### src/rtl/mux_2level_cfg_chain_if.sv
// mux_2level_cfg_chain_if
//   Groups the configuration-chain handshake and the routed datapath of one
//   mux_2level_cfg_chain instance.
//   master : the configuration controller / routing fabric driving the mux
//   slave  : the mux itself
// Signals:
//   cfg_start  - one-cycle request to begin loading a new config
//   ccff_valid - ccff_head carries a valid bit this cycle
//   ccff_head  - serial config input
//   ccff_tail  - serial config output (MSB of the shadow chain)
//   in         - routed inputs, N_IN wide
//   out        - selected input
//   cfg_busy   - loader is shifting or checking
//   cfg_ok     - one-cycle pulse, commit accepted
//   cfg_err    - one-cycle pulse, commit rejected
//   sel_valid  - active config holds a legal selection
interface mux_2level_cfg_chain_if #(
    parameter int N_IN = 16
);
    logic            cfg_start;
    logic            ccff_valid;
    logic            ccff_head;
    logic            ccff_tail;
    logic [N_IN-1:0] in;
    logic            out;
    logic            cfg_busy;
    logic            cfg_ok;
    logic            cfg_err;
    logic            sel_valid;

    modport master (
        output cfg_start, ccff_valid, ccff_head, in,
        input  ccff_tail, out, cfg_busy, cfg_ok, cfg_err, sel_valid
    );

    modport slave (
        input  cfg_start, ccff_valid, ccff_head, in,
        output ccff_tail, out, cfg_busy, cfg_ok, cfg_err, sel_valid
    );
endinterface

### src/rtl/mux_2level_cfg_chain.sv
// mux_2level_cfg_chain
//   N_IN-input two-level routing mux with its own serial configuration chain.
//   A shadow register is loaded serially (ccff_head -> ccff_tail), checked
//   for a legal one-hot/one-hot selection in a single CHECK cycle and then
//   committed atomically to the active select bits. The routing path is
//   purely combinational from the committed configuration.
// Ports:
//   prog_clk     - configuration clock
//   prog_reset_n - asynchronous active-low reset
//   bus          - mux_2level_cfg_chain_if.slave (chain handshake + datapath);
//                  the interface N_IN must match this module's N_IN
// Parameters:
//   N_IN    - number of routed inputs (2..64)
//   L1_SIZE - inputs per first-level group (2..8)
// Build option:
//   MUX_CFG_PARITY_EN - appends an even-parity bit (shadow bit 0, shifted in
//                       last) and rejects commits whose parity is odd.
module mux_2level_cfg_chain #(
    parameter int N_IN    = 16,
    parameter int L1_SIZE = 4
) (
    input logic                   prog_clk,
    input logic                   prog_reset_n,
    mux_2level_cfg_chain_if.slave bus
);

    localparam int N_GRP    = (N_IN + L1_SIZE - 1) / L1_SIZE;
    localparam int MEM_BITS = L1_SIZE + N_GRP;
    // Number of usable inputs in the last group (equals L1_SIZE when full).
    localparam int LAST_W   = N_IN - (N_GRP - 1) * L1_SIZE;

`ifdef MUX_CFG_PARITY_EN
    localparam int CHAIN_LEN = MEM_BITS + 1;
    localparam int FLD_LSB   = 1;
`else
    localparam int CHAIN_LEN = MEM_BITS;
    localparam int FLD_LSB   = 0;
`endif

    localparam int                CNT_W    = $clog2(CHAIN_LEN + 1);
    localparam logic [CNT_W-1:0]  CNT_LAST = CNT_W'(CHAIN_LEN - 1);

    typedef enum logic [1:0] {
        S_IDLE,
        S_SHIFT,
        S_CHECK
    } state_t;

    state_t                 state_q, state_d;
    logic [CNT_W-1:0]       cnt_q, cnt_d;
    logic [CHAIN_LEN-1:0]   shadow_q;
    logic [MEM_BITS-1:0]    active_q;
    logic                   sel_valid_q;

    logic                   shift_en;
    logic                   commit;
    logic                   ok_pulse;
    logic                   err_pulse;

    // ------------------------------------------------------------------
    // Shadow legality check
    // ------------------------------------------------------------------
    logic [L1_SIZE-1:0]     sh_l1;
    logic [N_GRP-1:0]       sh_l2;
    logic                   range_ok;
    logic                   parity_ok;
    logic                   legal;

    assign sh_l1 = shadow_q[FLD_LSB +: L1_SIZE];
    assign sh_l2 = shadow_q[FLD_LSB + L1_SIZE +: N_GRP];

    // Only the last group can be partial; with both fields one-hot, an
    // out-of-range index means last group selected together with one of its
    // missing input positions.
    always_comb begin
        range_ok = 1'b1;
        for (int unsigned i = LAST_W; i < L1_SIZE; i++) begin
            if (sh_l2[N_GRP-1] && sh_l1[i]) begin
                range_ok = 1'b0;
            end
        end
    end

`ifdef MUX_CFG_PARITY_EN
    assign parity_ok = ~(^shadow_q);
`else
    assign parity_ok = 1'b1;
`endif

    assign legal = $onehot(sh_l1) && $onehot(sh_l2) && range_ok && parity_ok;

    // ------------------------------------------------------------------
    // Loader FSM
    // ------------------------------------------------------------------
    always_comb begin
        state_d   = state_q;
        cnt_d     = cnt_q;
        shift_en  = 1'b0;
        commit    = 1'b0;
        ok_pulse  = 1'b0;
        err_pulse = 1'b0;
        case (state_q)
            S_IDLE: begin
                if (bus.cfg_start) begin
                    state_d = S_SHIFT;
                    cnt_d   = '0;
                end
            end
            S_SHIFT: begin
                if (bus.ccff_valid) begin
                    shift_en = 1'b1;
                    cnt_d    = cnt_q + CNT_W'(1);
                    if (cnt_q == CNT_LAST) begin
                        state_d = S_CHECK;
                    end
                end
            end
            S_CHECK: begin
                state_d = S_IDLE;
                if (legal) begin
                    commit   = 1'b1;
                    ok_pulse = 1'b1;
                end else begin
                    err_pulse = 1'b1;
                end
            end
            default: begin
                state_d = S_IDLE;
            end
        endcase
    end

    always_ff @(posedge prog_clk or negedge prog_reset_n) begin
        if (!prog_reset_n) begin
            state_q     <= S_IDLE;
            cnt_q       <= '0;
            shadow_q    <= '0;
            active_q    <= '0;
            sel_valid_q <= 1'b0;
        end else begin
            state_q <= state_d;
            cnt_q   <= cnt_d;
            if (shift_en) begin
                shadow_q <= {shadow_q[CHAIN_LEN-2:0], bus.ccff_head};
            end
            if (commit) begin
                active_q    <= shadow_q[FLD_LSB +: MEM_BITS];
                sel_valid_q <= 1'b1;
            end
        end
    end

    // ------------------------------------------------------------------
    // Two-level routing datapath
    // ------------------------------------------------------------------
    logic [N_GRP*L1_SIZE-1:0] in_pad;
    logic [N_GRP-1:0]         grp_out;
    logic [L1_SIZE-1:0]       act_l1;
    logic [N_GRP-1:0]         act_l2;

    assign act_l1 = active_q[L1_SIZE-1:0];
    assign act_l2 = active_q[MEM_BITS-1:L1_SIZE];

    // Missing inputs of a partial last group read as 0; they can never be
    // selected by a committed config anyway.
    always_comb begin
        in_pad           = '0;
        in_pad[N_IN-1:0] = bus.in;
    end

    // Active config is always one-hot per level, so AND-OR acts as a mux.
    always_comb begin
        grp_out = '0;
        for (int unsigned g = 0; g < N_GRP; g++) begin
            grp_out[g] = |(in_pad[g*L1_SIZE +: L1_SIZE] & act_l1);
        end
    end

    assign bus.out       = sel_valid_q & (|(grp_out & act_l2));
    assign bus.ccff_tail = shadow_q[CHAIN_LEN-1];
    assign bus.cfg_busy  = (state_q != S_IDLE);
    assign bus.cfg_ok    = ok_pulse;
    assign bus.cfg_err   = err_pulse;
    assign bus.sel_valid = sel_valid_q;

endmodule

### src/flat_wrapper.sv
// flat-port wrapper written by rule: the top's interface ports become plain ports
module mux_2level_cfg_chain_flat 
#(
    parameter int N_IN    = 16,
    parameter int L1_SIZE = 4
)
  (prog_clk, prog_reset_n, bus_cfg_start, bus_ccff_valid, bus_ccff_head, bus_in, bus_ccff_tail, bus_out, bus_cfg_busy, bus_cfg_ok, bus_cfg_err, bus_sel_valid);
  mux_2level_cfg_chain_if #(.N_IN(N_IN)) bus_i ();
  input logic prog_clk;
  input logic prog_reset_n;
  input wire logic [$bits(bus_i.cfg_start)-1:0] bus_cfg_start;
  input wire logic [$bits(bus_i.ccff_valid)-1:0] bus_ccff_valid;
  input wire logic [$bits(bus_i.ccff_head)-1:0] bus_ccff_head;
  input wire logic [$bits(bus_i.in)-1:0] bus_in;
  output wire logic [$bits(bus_i.ccff_tail)-1:0] bus_ccff_tail;
  output wire logic [$bits(bus_i.out)-1:0] bus_out;
  output wire logic [$bits(bus_i.cfg_busy)-1:0] bus_cfg_busy;
  output wire logic [$bits(bus_i.cfg_ok)-1:0] bus_cfg_ok;
  output wire logic [$bits(bus_i.cfg_err)-1:0] bus_cfg_err;
  output wire logic [$bits(bus_i.sel_valid)-1:0] bus_sel_valid;
  assign bus_i.cfg_start = bus_cfg_start;
  assign bus_i.ccff_valid = bus_ccff_valid;
  assign bus_i.ccff_head = bus_ccff_head;
  assign bus_i.in = bus_in;
  assign bus_ccff_tail = bus_i.ccff_tail;
  assign bus_out = bus_i.out;
  assign bus_cfg_busy = bus_i.cfg_busy;
  assign bus_cfg_ok = bus_i.cfg_ok;
  assign bus_cfg_err = bus_i.cfg_err;
  assign bus_sel_valid = bus_i.sel_valid;
  mux_2level_cfg_chain #(.N_IN(N_IN), .L1_SIZE(L1_SIZE)) u_core (.prog_clk(prog_clk), .prog_reset_n(prog_reset_n), .bus(bus_i));
endmodule
### config.mk
export PLATFORM = sky130hd
export DESIGN_NAME = mux_2level_cfg_chain_flat
export DESIGN_NICKNAME = d
export VERILOG_FILES = /design/src/rtl/mux_2level_cfg_chain_if.sv /design/src/rtl/mux_2level_cfg_chain.sv /design/src/flat_wrapper.sv
export SDC_FILE = /design/constraint.sdc
export NUM_CORES = 1
export LEC_CHECK = 0
export ABC_AREA = 1
export BUFFER_PORTS_ARGS = -buffer_cell sky130_fd_sc_hd__buf_2
export CAP_MARGIN = 0
export CORE_AREA = 3 3 52 65
export DETAILED_ROUTE_END_ITERATION = 6
export DIE_AREA = 0 0 55 68
export PLACE_DENSITY = 0.66
export SYNTH_ARGS = -nofsm -noshare
export SYNTH_HDL_FRONTEND = slang
export SYNTH_SLANG_ARGS = --single-unit
### constraint.sdc
create_clock -name prog_clk -period 6.4 [get_ports prog_clk]
set_input_delay 0.32 -clock prog_clk [delete_from_list [all_inputs] [get_ports prog_clk]]
set_output_delay 0.32 -clock prog_clk [all_outputs]
set_load 0.03 [all_outputs]
==> flow_metrics.tcl, run 1 <==
set metrics [dict create \
    status "finished, final reports clean" \
    syn_inst 146 \
    avgSynthCellArea_um2 8.54 \
    cts_tree "done" \
    dp_hpwl_um 1810 \
    setup_viol 0 \
    instances_no_fill 208 \
    relSlewSlack_pct 59.1 \
    gr-total-overflow 0 \
    yosysTopAreaCellShare_pct 46.1 \
    wl_met2_um 1130 \
    multi_input_area_um2 584 \
    grt_pass1_wl_um 3780 \
    cts.repair.resized 0 \
    grt_start_max_net_pins 24 \
    final_antenna_net_count 0 \
    final_common_cell "nand2_1" \
    critPathBufInv 2 \
    wl_met3_um 139 \
    p_leak_nw 0.794 \
    postCtsSetupRepairBufs 0 \
    hp-start "bus_ccff_valid" \
    arrival_ns 2.61 \
    final_hold_viol_count 0 \
    die_h_um 68 \
    endpoint_kind "output port" \
    crit_start "u_core.shadow_q[2]" \
    p_total_w 0.000490 \
    max_freq_mhz 341 \
    n_antenna_cell 0 \
    pwr-share-comb_pct 42.6 \
    slew_violations 0 \
    period_share_pct 45.8 \
    clkTransAtPathRegs_ns 0.12 \
    tightest_slew_ns 0.611 \
    syn_area_um2 1250 \
    drc_errors 0 \
    num-fill-cells 274 \
    top_layer "met4" \
    insertion_delay_ns 0.30 \
    cts-root-buf "clkbuf_4" \
    grt_pass1_vias 990 \
    cts_hold_buf 1 \
    dp.cells 203 \
    via_count 1019 \
    pin_count 27 \
    viasPerCell 4.90 \
    synth.yosys.seq_area_share_pct 46.1 \
    final_cell_mix "nand2_1, buf_2, dfrtp_1, inv_1, o21ai_0" \
    htree_levels 1 \
    internal_power_w 0.000289 \
    r2r-start "u_core.shadow_q[2]" \
    drtIter0Drc 32 \
    io_buffers 26 \
    fp-row-count 21 \
    cp_max_fo 17 \
    coreArea_um2 2790 \
    layout-drive-gt1-share_pct 26.4 \
    pre_cts_slack_ns 3.80 \
    p_switching_w 0.000202 \
    syn_nets 176 \
    antenna_found_initial 0 \
    place_congestion 0.719 \
    crit_top_cell "ha_1" \
    maxCapViolCount 0 \
    slowest_delay_ns 0.45 \
    start_kind "register" \
    register_area_um2 576 \
    cp_top_family "adder cells" \
    slowest_stage "fa_1" \
    num-nets-final 205 \
    layout_setup_ws_ns 3.47 \
    die_w_um 55 \
    cts_buffer_depth 2 \
    p_clk_share_pct 13.1 \
    r2r_slack_ns 4.11 \
    wl_um 2330 \
    cp_data_required_time_ns 6.08 \
    grt_usage_pct 13.7 \
    yosysWarnings 0 \
    p_seq_share_pct 44.3 \
    drt-met1-wl_um 1030 \
    cts_buffers 3 \
    critPathKind "reg -> out" \
    ir_worst_vdd_v 0.000180 \
    finClkSkew_ns 0.00133 \
    initial_core_util_pct 44.8 \
    rsz0062_at_grt "false" \
    area_delta_synth_final_pct 14.5 \
    synth_top_area_cell "dfrtp_1" \
    final.min_clock_period_ns 2.93 \
    die_area_um2 3740 \
    ys_ff_latch 23 \
    netlist-cell-type-count 21 \
    p_per_area_nw_per_um2 343 \
    post_drt_wl_per_cell_um 11.2 \
    p_sw_share_pct 41.1 \
    synth_area_leaders "dfrtp_1, nand2_1, ha_1" \
    hold_class "in -> reg" \
    firstDrtPassIters 4 \
    crit_path_cell_trace "ha_1, ha_1, fa_1, nor3_2, nand3_2, inv_1, buf_2" \
    fin_tns_setup_ns 0 \
    cts_sinks 23 \
    holdWs_ns 0.279 \
]
[final timing paths]
path / to / depth (start not counted)
min in group asynchronous: u_core.shadow_q[2] / 2
hold reg to reg: u_core.active_q[4] / 2
hold / removal: u_core.cnt_q[1] / 3
setup / recovery: bus_cfg_ok / 7
max in group asynchronous: u_core.shadow_q[3] / 2
setup reg to reg: u_core.active_q[2] / 7
[synth_stat cells]
cell type   n
xor2_1      1
inv_2       2
buf_2       1
o21ai_1     1
nand4_1     2
o21ai_2     7
nor3_2      3
dfrtp_1    23
nand3_1     3
nand2_1    55
nor3_1      1
nor2_1      6
fa_1        2
nor2_2      3
nand3_2     1
nand2_2     1
o21ai_0    10
ha_1        7
buf_6       2
a21oi_1     1
inv_1      14
[logic make-up after synthesis]
kind of cell | synth area share (%)
xor+xnor | 0.702
compound gates | 9.73
flops | 46.1
buf+inv | 7.02
simple gates | 26.2
fa+ha+maj | 10.2
[per-layer routing]
layer	GRT usage, %	vias up
met5	0	-
met4	5.47	0
met3	1.96	4
met2	26.5	30
met1	14.2	467
li1	-	518
[power by group through the flow]
stage                     clock [W]  sequential [W]  combinational [W]
final                     0.0000642        0.000217           0.000209
after global routing      0.0000743        0.000224           0.000246
after CTS                 0.0000679        0.000218           0.000215
after detailed placement          0        0.000221           0.000212
after global placement            0        0.000219           0.000209
after floorplan                   0        0.000221           0.000161
[flip-flops by register name (all words and copies together), names as in the netlist]
signal,flops
u_core.state_q,2
u_core.active_q,8
u_core.cnt_q,4
u_core.shadow_q,8
u_core.bus.sel_valid,1
[worst min-delay path, delay by kind of cell]
kind | cells | cell delay [ns]
AND/OR/NAND/NOR | 2 | 0.12
buffers and inverters | 1 | 0.11
[metrics by stage]
stage,util (%),cell area [um2]
2_1_floorplan,-,1250
3_3_place_gp,50.0,1390
3_5_place_dp,50.0,1390
4_1_cts,51.3,1430
5_1_grt,51.3,1430
6_report,51.3,1430
[cell type report]
class                      instances  area share [%]
tap                               34            2.98
clock buffer                       4            1.84
inverter                          16            4.20
multi-input combinational        104            40.9
sequential                        23            40.3
timing repair buffer              27            9.81
(Power assumes the default switching activity.)
==> inputs of run 2 (changes only) <==
Settings changed: ABC_AREA 1 to 0, CORE_AREA 3 3 52 65 to 3 3 51 64, DIE_AREA 0 0 55 68 to 0 0 54 67, PLACE_DENSITY 0.66 to 0.69.
Clock period 6.4 ns to 2.35 ns, I/O delays scaled along.
==> run 2 against run 1 <==
  * The flow now finishes with violations (negative setup slack)
  * Critical path type unchanged
  * Largest power group is now combinational cells
  * Final cell count down 20%
  * Clock power rose to 2.7 times the previous value
  * Cell area up 6.5%
  * Synthesized cell count down 37%
  * Critical path depth up 1
  * Clock-buffer cell count unchanged
==> flow_metrics.tcl, run 2 <==
set metrics [dict create \
    status "complete, but fails checks" \
    violations "negative setup slack" \
    die_h_um 67 \
    die_area_um2 3620 \
    pre_cts_slack_ns -0.0641 \
    netlist-cell-type-count 27 \
    cts_tree "done" \
    fp-row-count 21 \
    io_buffers 26 \
    post_drt_wl_per_cell_um 15.2 \
    cts_sinks 23 \
    viasPerCell 5.37 \
    instances_no_fill 166 \
    r2r_slack_ns -0.15 \
    cts_buffers 3 \
    grt_pass1_vias 896 \
    dp.cells 158 \
    synthAdderAreaFrac_pct 10.6 \
    layout_setup_ws_ns -0.229 \
    final_common_cell "buf_2" \
    synth_top_family_by_area "multiplexers" \
    synth_common_cells "dfrtp_1, mux2_2, a22oi_1" \
    syn_inst 92 \
    hp-start "bus_ccff_head" \
    pin_count 27 \
    num-fill-cells 239 \
    via_count 891 \
    synth_area_leaders "dfrtp_1, mux2_2, ha_1" \
    p_switching_w 0.000728 \
    max_freq_mhz 388 \
    finClkSkew_ns 0.00178 \
    final_hold_viol_count 0 \
    wl_um 2530 \
    synthSimpleGateAreaFrac_pct 10.6 \
    synth.most_common_cell "dfrtp_1" \
    syn_nets 122 \
    post-route-cell-area_um2 1520 \
    final.min_clock_period_ns 2.58 \
    syn_area_um2 1210 \
    synth_ff_type "dfrtp_1" \
    gr-total-overflow 0 \
    insertion_delay_ns 0.31 \
    antenna_found_initial 0 \
    final_antenna_net_count 0 \
    ir_worst_vdd_v 0.000674 \
    holdWs_ns 0.0338 \
    firstDrtPassIters 4 \
    grt_usage_pct 15.4 \
    yosysWarnings 0 \
    die_w_um 54 \
    htree_levels 1 \
    r2r-start "u_core.shadow_q[0]" \
    pwr-share-comb_pct 57.3 \
    synthMuxAreaShare_pct 15.8 \
    cp_data_required_time_ns 2.23 \
    p_clk_share_pct 9.3 \
    hold_class "in -> reg" \
    synth_top_area_cell "dfrtp_1" \
    whs_endpoint "u_core.shadow_q[0]" \
    relSlewSlack_pct 67.2 \
    slew_violations 0 \
    clkTransAtPathRegs_ns 0.11 \
    critPathKind "reg -> out" \
    p_seq_share_pct 33.4 \
    ys_ff_latch 23 \
    internal_power_w 0.00116 \
    area_delta_synth_final_pct 26.0 \
    grt_start_max_net_pins 24 \
    hold-path-cell-count 2 \
    dp_hpwl_um 1890 \
    cp_max_fo 2 \
    arrival_ns 2.46 \
    p_sw_share_pct 38.5 \
    initial_core_util_pct 44.6 \
    synth_compound_area_share_pct 12.5 \
    multi_input_area_um2 629 \
    num-nets-final 163 \
    layout-drive-gt1-share_pct 49.2 \
    endpoint_kind "output port" \
    synth_edf_count 0 \
    drc_errors 0 \
    p_per_area_nw_per_um2 1240 \
    rr_endpoint "u_core.active_q[2]" \
    place_congestion 0.779 \
    drtIter0Drc 9 \
    n_antenna_cell 0 \
    synthXorXnorAreaFrac_pct 0.725 \
    tightest_slew_ns 0.492 \
    grt_pass1_wl_um 4040 \
    placed_cell_area_um2 1430 \
    yosysTopAreaCellShare_pct 47.7 \
    cts-root-buf "clkbuf_4" \
    maxCapViolCount 0 \
    period_share_pct 110 \
    start_kind "register" \
    coreArea_um2 2710 \
    register_area_um2 577 \
    final_cell_mix "buf_2, dfrtp_1, mux2_2, buf_4, a22oi_1" \
    synth.yosys.seq_area_share_pct 47.7 \
    rsz0062_at_grt "true" \
    r2r_cells 8 \
    cts_buffer_depth 2 \
    avgSynthCellArea_um2 13.1 \
    p_leak_nw 0.719 \
    async_flop_share_pct 100 \
    setup_viol 10 \
    top_regs "u_core.active_q x8, u_core.shadow_q x8, u_core.cnt_q x4" \
]
==> run 2: changes by cell type after synthesis, moves of 7 or more <==
cell / change
nand2_1: -55
o21ai_0: -8
mux2_2: +16
a22oi_1: +8
inv_1: -9
o21ai_2: -7
==> run 2: worst max-delay path by stage <==
| stage | startpoint | end | slack, ns | cells past startpoint |
|---|---|---|---|---|
| floorplan | u_core.shadow_q[2] | u_core.active_q[0] | 0.02 | 6 |
| global placement | u_core.shadow_q[2] | u_core.active_q[7] | 0.006 | 6 |
| detailed placement | u_core.shadow_q[0] | u_core.active_q[2] | -0.06 | 6 |
| CTS | u_core.shadow_q[5] | bus_cfg_err | -0.27 | 7 |
| global route | u_core.shadow_q[0] | bus_cfg_ok | -0.33 | 8 |
| finish | u_core.shadow_q[0] | bus_cfg_ok | -0.23 | 8 |
==> run 2: area by class of cell <==
| class | instances | area share, % |
|---|---|---|
| multi-input cells | 63 | 41.4 |
| clock buffers | 4 | 1.73 |
| repair buffers | 37 | 15.0 |
| flip-flops and latches | 23 | 37.9 |
| inverters | 5 | 1.23 |
| well taps | 34 | 2.80 |
==> run 2: logic make-up after synthesis <==
family,count (synthesis)
adder cells (fa/ha/maj),9
XOR/XNOR,1
multiplexers,17
AND/OR/NAND/NOR,16
AO/OA/AOI/OAI,20
flip-flops,23
buffers and inverters,6
==> run 2: layer usage <==
layer | share of wire, % | wire (um) | vias to the layer above | track usage (%)
met3 | 6.5 | 164 | 5 | 2.46
met5 | 0 | 0 | - | 0
met2 | 53 | 1350 | 27 | 26.8
met4 | 1.7 | 42 | 0 | 6.54
li1 | - | - | 428 | -
met1 | 38 | 973 | 431 | 18.1
==> run 2: worst max-delay path: stages, from the launching register on <==
cell	delay, ns
dfrtp_1	0.40
ha_1	0.31
ha_2	0.18
fa_1	0.48
nor4_4	0.31
buf_4	0.17
nand4_4	0.12
inv_2	0.08
buf_6	0.12
==> run 2: power by group through the flow <==
stage	logic [W]	registers, W	clock network (W)
global route	0.00119	0.000650	0.000201
CTS	0.00101	0.000631	0.000184
global placement	0.000939	0.000628	0
detailed placement	0.000952	0.000635	0
floorplan	0.000662	0.000630	0
finish	0.00108	0.000631	0.000176
==> run 2: stage by stage <==
step           power, W  setup TNS [ns]  utilization [%]
3_3_place_gp    0.00157               0             52.9
4_1_cts         0.00182           -1.19             55.8
6_report        0.00189           -1.52             56.2
2_1_floorplan   0.00129               0                -
3_5_place_dp    0.00159          -0.497             52.9
5_1_grt         0.00204           -2.33             56.2
==> run 2: repair_timing <==
| item | in CTS | in global routing |
|---|---|---|
| setup endpoints to repair | 10 | 10 |
| pin swaps | 6 | 2 |
| setup buffers | 2 | 1 |
| endpoints found under the hold margin | 23 | 0 |
| hold buffers | 1 | 0 |
| cloned | 0 | 0 |
| gates resized for setup | 6 | 2 |
==> inputs of run 3 (changes only) <==
Settings changed: ABC_AREA 0 to 1, CORE_AREA 3 3 51 64 to 3 3 52 65, DIE_AREA 0 0 54 67 to 0 0 55 68, PLACE_DENSITY 0.69 to 0.66.
Clock period 2.35 ns to 3.3 ns, I/O delays scaled along.
==> run 3 against run 2 <==
  * Critical path depth decreased by 1
  * Clock skew increased by 0.0090 ns
  * Clock power decreased by 30%
  * The flow now finishes without violations
  * Sequential power fell by 33%
  * Non-clock buffer count fell by 10
  * Cell area decreased by 6.0%
  * Utilization shrank 4.9 points
  * Global-route usage down 2.2 points
  * Highest routed layer is now met3
  * Via count grew 11%
  * Clock-buffer cell count down 1
  * Die area rose by 3.4%
  * First-iteration DRC count grew to 3.4 times the previous value
==> flow_metrics.tcl, run 3 (same netlist as run 1, synthesis figures left out) <==
set metrics [dict create \
    holdWs_ns 0.112 \
    status "finished, final reports clean" \
    slowest_stage "fa_1" \
    slowest_delay_ns 0.45 \
    area_delta_synth_final_pct 14.6 \
    layout-drive-gt1-share_pct 27.0 \
    initial_core_util_pct 44.8 \
    p_seq_share_pct 44.4 \
    via_count 993 \
    die_h_um 68 \
    setup_viol 0 \
    grt_pass1_vias 973 \
    r2r_cells 7 \
    cts.repair.resized 0 \
    internal_power_w 0.000558 \
    p_sw_share_pct 41.1 \
    hold-path-cell-count 3 \
    crit_top_cell "ha_1" \
    final_antenna_net_count 0 \
    antenna_found_initial 0 \
    tightest_slew_ns 0.613 \
    fp-row-count 21 \
    p_clk_share_pct 13.1 \
    io_buffers 26 \
    cts_buffer_depth 2 \
    maxCapViolCount 0 \
    p_switching_w 0.000389 \
    r2r-start "u_core.shadow_q[2]" \
    cp_max_fo 17 \
    cp_top_family "adder cells" \
    cts_sinks 23 \
    relSlewSlack_pct 59.0 \
    cts_buffers 3 \
    slew_violations 0 \
    pwr-share-comb_pct 42.5 \
    viasPerCell 4.77 \
    final_hold_viol_count 0 \
    rr_endpoint "u_core.active_q[1]" \
    place_congestion 0.722 \
    insertion_delay_ns 0.30 \
    r2r_slack_ns 1.03 \
    pin_count 27 \
    hold_class "in -> reg" \
    endpoint_kind "output port" \
    p_leak_nw 0.797 \
    cts_tree "done" \
    clkTransAtPathRegs_ns 0.11 \
    n_antenna_cell 0 \
    grt_start_max_net_pins 24 \
    finClkSkew_ns 0.0108 \
    grt_usage_pct 13.2 \
    whs_endpoint "u_core.shadow_q[0]" \
    p_per_area_nw_per_um2 662 \
    crit_path_cell_trace "ha_1, ha_1, fa_1, nor3_2, nand3_2, inv_1, buf_2" \
    firstDrtPassIters 4 \
    final.min_clock_period_ns 2.77 \
    grt_pass1_wl_um 3710 \
    num-nets-final 205 \
    dp_hpwl_um 1780 \
    arrival_ns 2.60 \
    hp-start "bus_ccff_head" \
    rsz0062_at_grt "false" \
    final_common_cell "nand2_1" \
    critPathBufInv 2 \
    cp_data_required_time_ns 3.13 \
    gr-total-overflow 0 \
    critPathKind "reg -> out" \
    post_drt_wl_per_cell_um 10.9 \
    coreArea_um2 2790 \
    final_cell_mix "nand2_1, buf_2, dfrtp_1, inv_1, o21ai_0" \
    ir_worst_vdd_v 0.000351 \
    top_regs "u_core.active_q x8, u_core.shadow_q x8, u_core.cnt_q x4" \
    cts-root-buf "clkbuf_4" \
    period_share_pct 83.9 \
    die_area_um2 3740 \
    max_freq_mhz 361 \
    die_w_um 55 \
    wl_um 2260 \
    htree_levels 1 \
    drtIter0Drc 31 \
    drc_errors 0 \
    fin_tns_setup_ns 0 \
    start_kind "register" \
]
==> run 3: layout make-up <==
class	count	area, um2
clock buffers	3	22.5
clock inverters	1	5.00
fillers	275	1360
inverters	16	60.1
multi-input cells	104	584
flip-flops and latches	23	576
well taps	34	42.5
repair buffers	27	140
==> run 3: per-layer routing <==
metal,wire length [um],vias to the layer above,global-route usage [%]
met1,1020,445,14.3
met4,0,0,3.65
met3,155,0,1.96
met5,0,-,0
li1,-,519,-
met2,1090,29,25.4
==> run 3: worst max-delay path by stage <==
stage / start / to / slack, ns / cells past startpoint
after floorplan: u_core.shadow_q[7] / u_core.active_q[7] / 1.09 / 8
after global placement: u_core.shadow_q[2] / bus_cfg_ok / 0.88 / 7
after detailed placement: u_core.shadow_q[2] / bus_cfg_ok / 0.85 / 7
after CTS: u_core.shadow_q[2] / bus_cfg_ok / 0.49 / 7
after global routing: u_core.shadow_q[7] / bus_cfg_ok / 0.35 / 7
final: u_core.shadow_q[2] / bus_cfg_ok / 0.53 / 7
==> run 3: repair_timing <==
| action | 4_1_cts | 5_1_grt |
|---|---|---|
| setup buffers | 0 | 0 |
| hold endpoints to repair | 23 | 0 |
| hold buffers | 1 | 0 |
==> run 3: power groups by stage <==
stage                     combinational [W]  clock, W  sequential (W)
after floorplan                    0.000313         0        0.000429
after detailed placement           0.000409         0        0.000427
after global routing               0.000472  0.000146        0.000434
after global placement             0.000405         0        0.000424
final                              0.000402  0.000124        0.000421
after CTS                          0.000414  0.000133        0.000422
==> run 3: metrics by stage <==
step / utilization [%] / std cells / power (W) / worst slack, ns / instance area, um2
final: 51.3 / 208 / 0.000947 / 0.530 / 1430
after detailed placement: 50.0 / 203 / 0.000836 / 0.849 / 1390
after CTS: 51.3 / 208 / 0.000969 / 0.489 / 1430
after global routing: 51.3 / 208 / 0.00105 / 0.350 / 1430
after floorplan: - / 146 / 0.000742 / 1.09 / 1250
after global placement: 50.0 / 203 / 0.000829 / 0.876 / 1390
==> run 3: tightest hold or removal path: stages <==
cell and delay (ns):
buf_2 0.08, nor2_1 0.03, a21oi_1 0.10
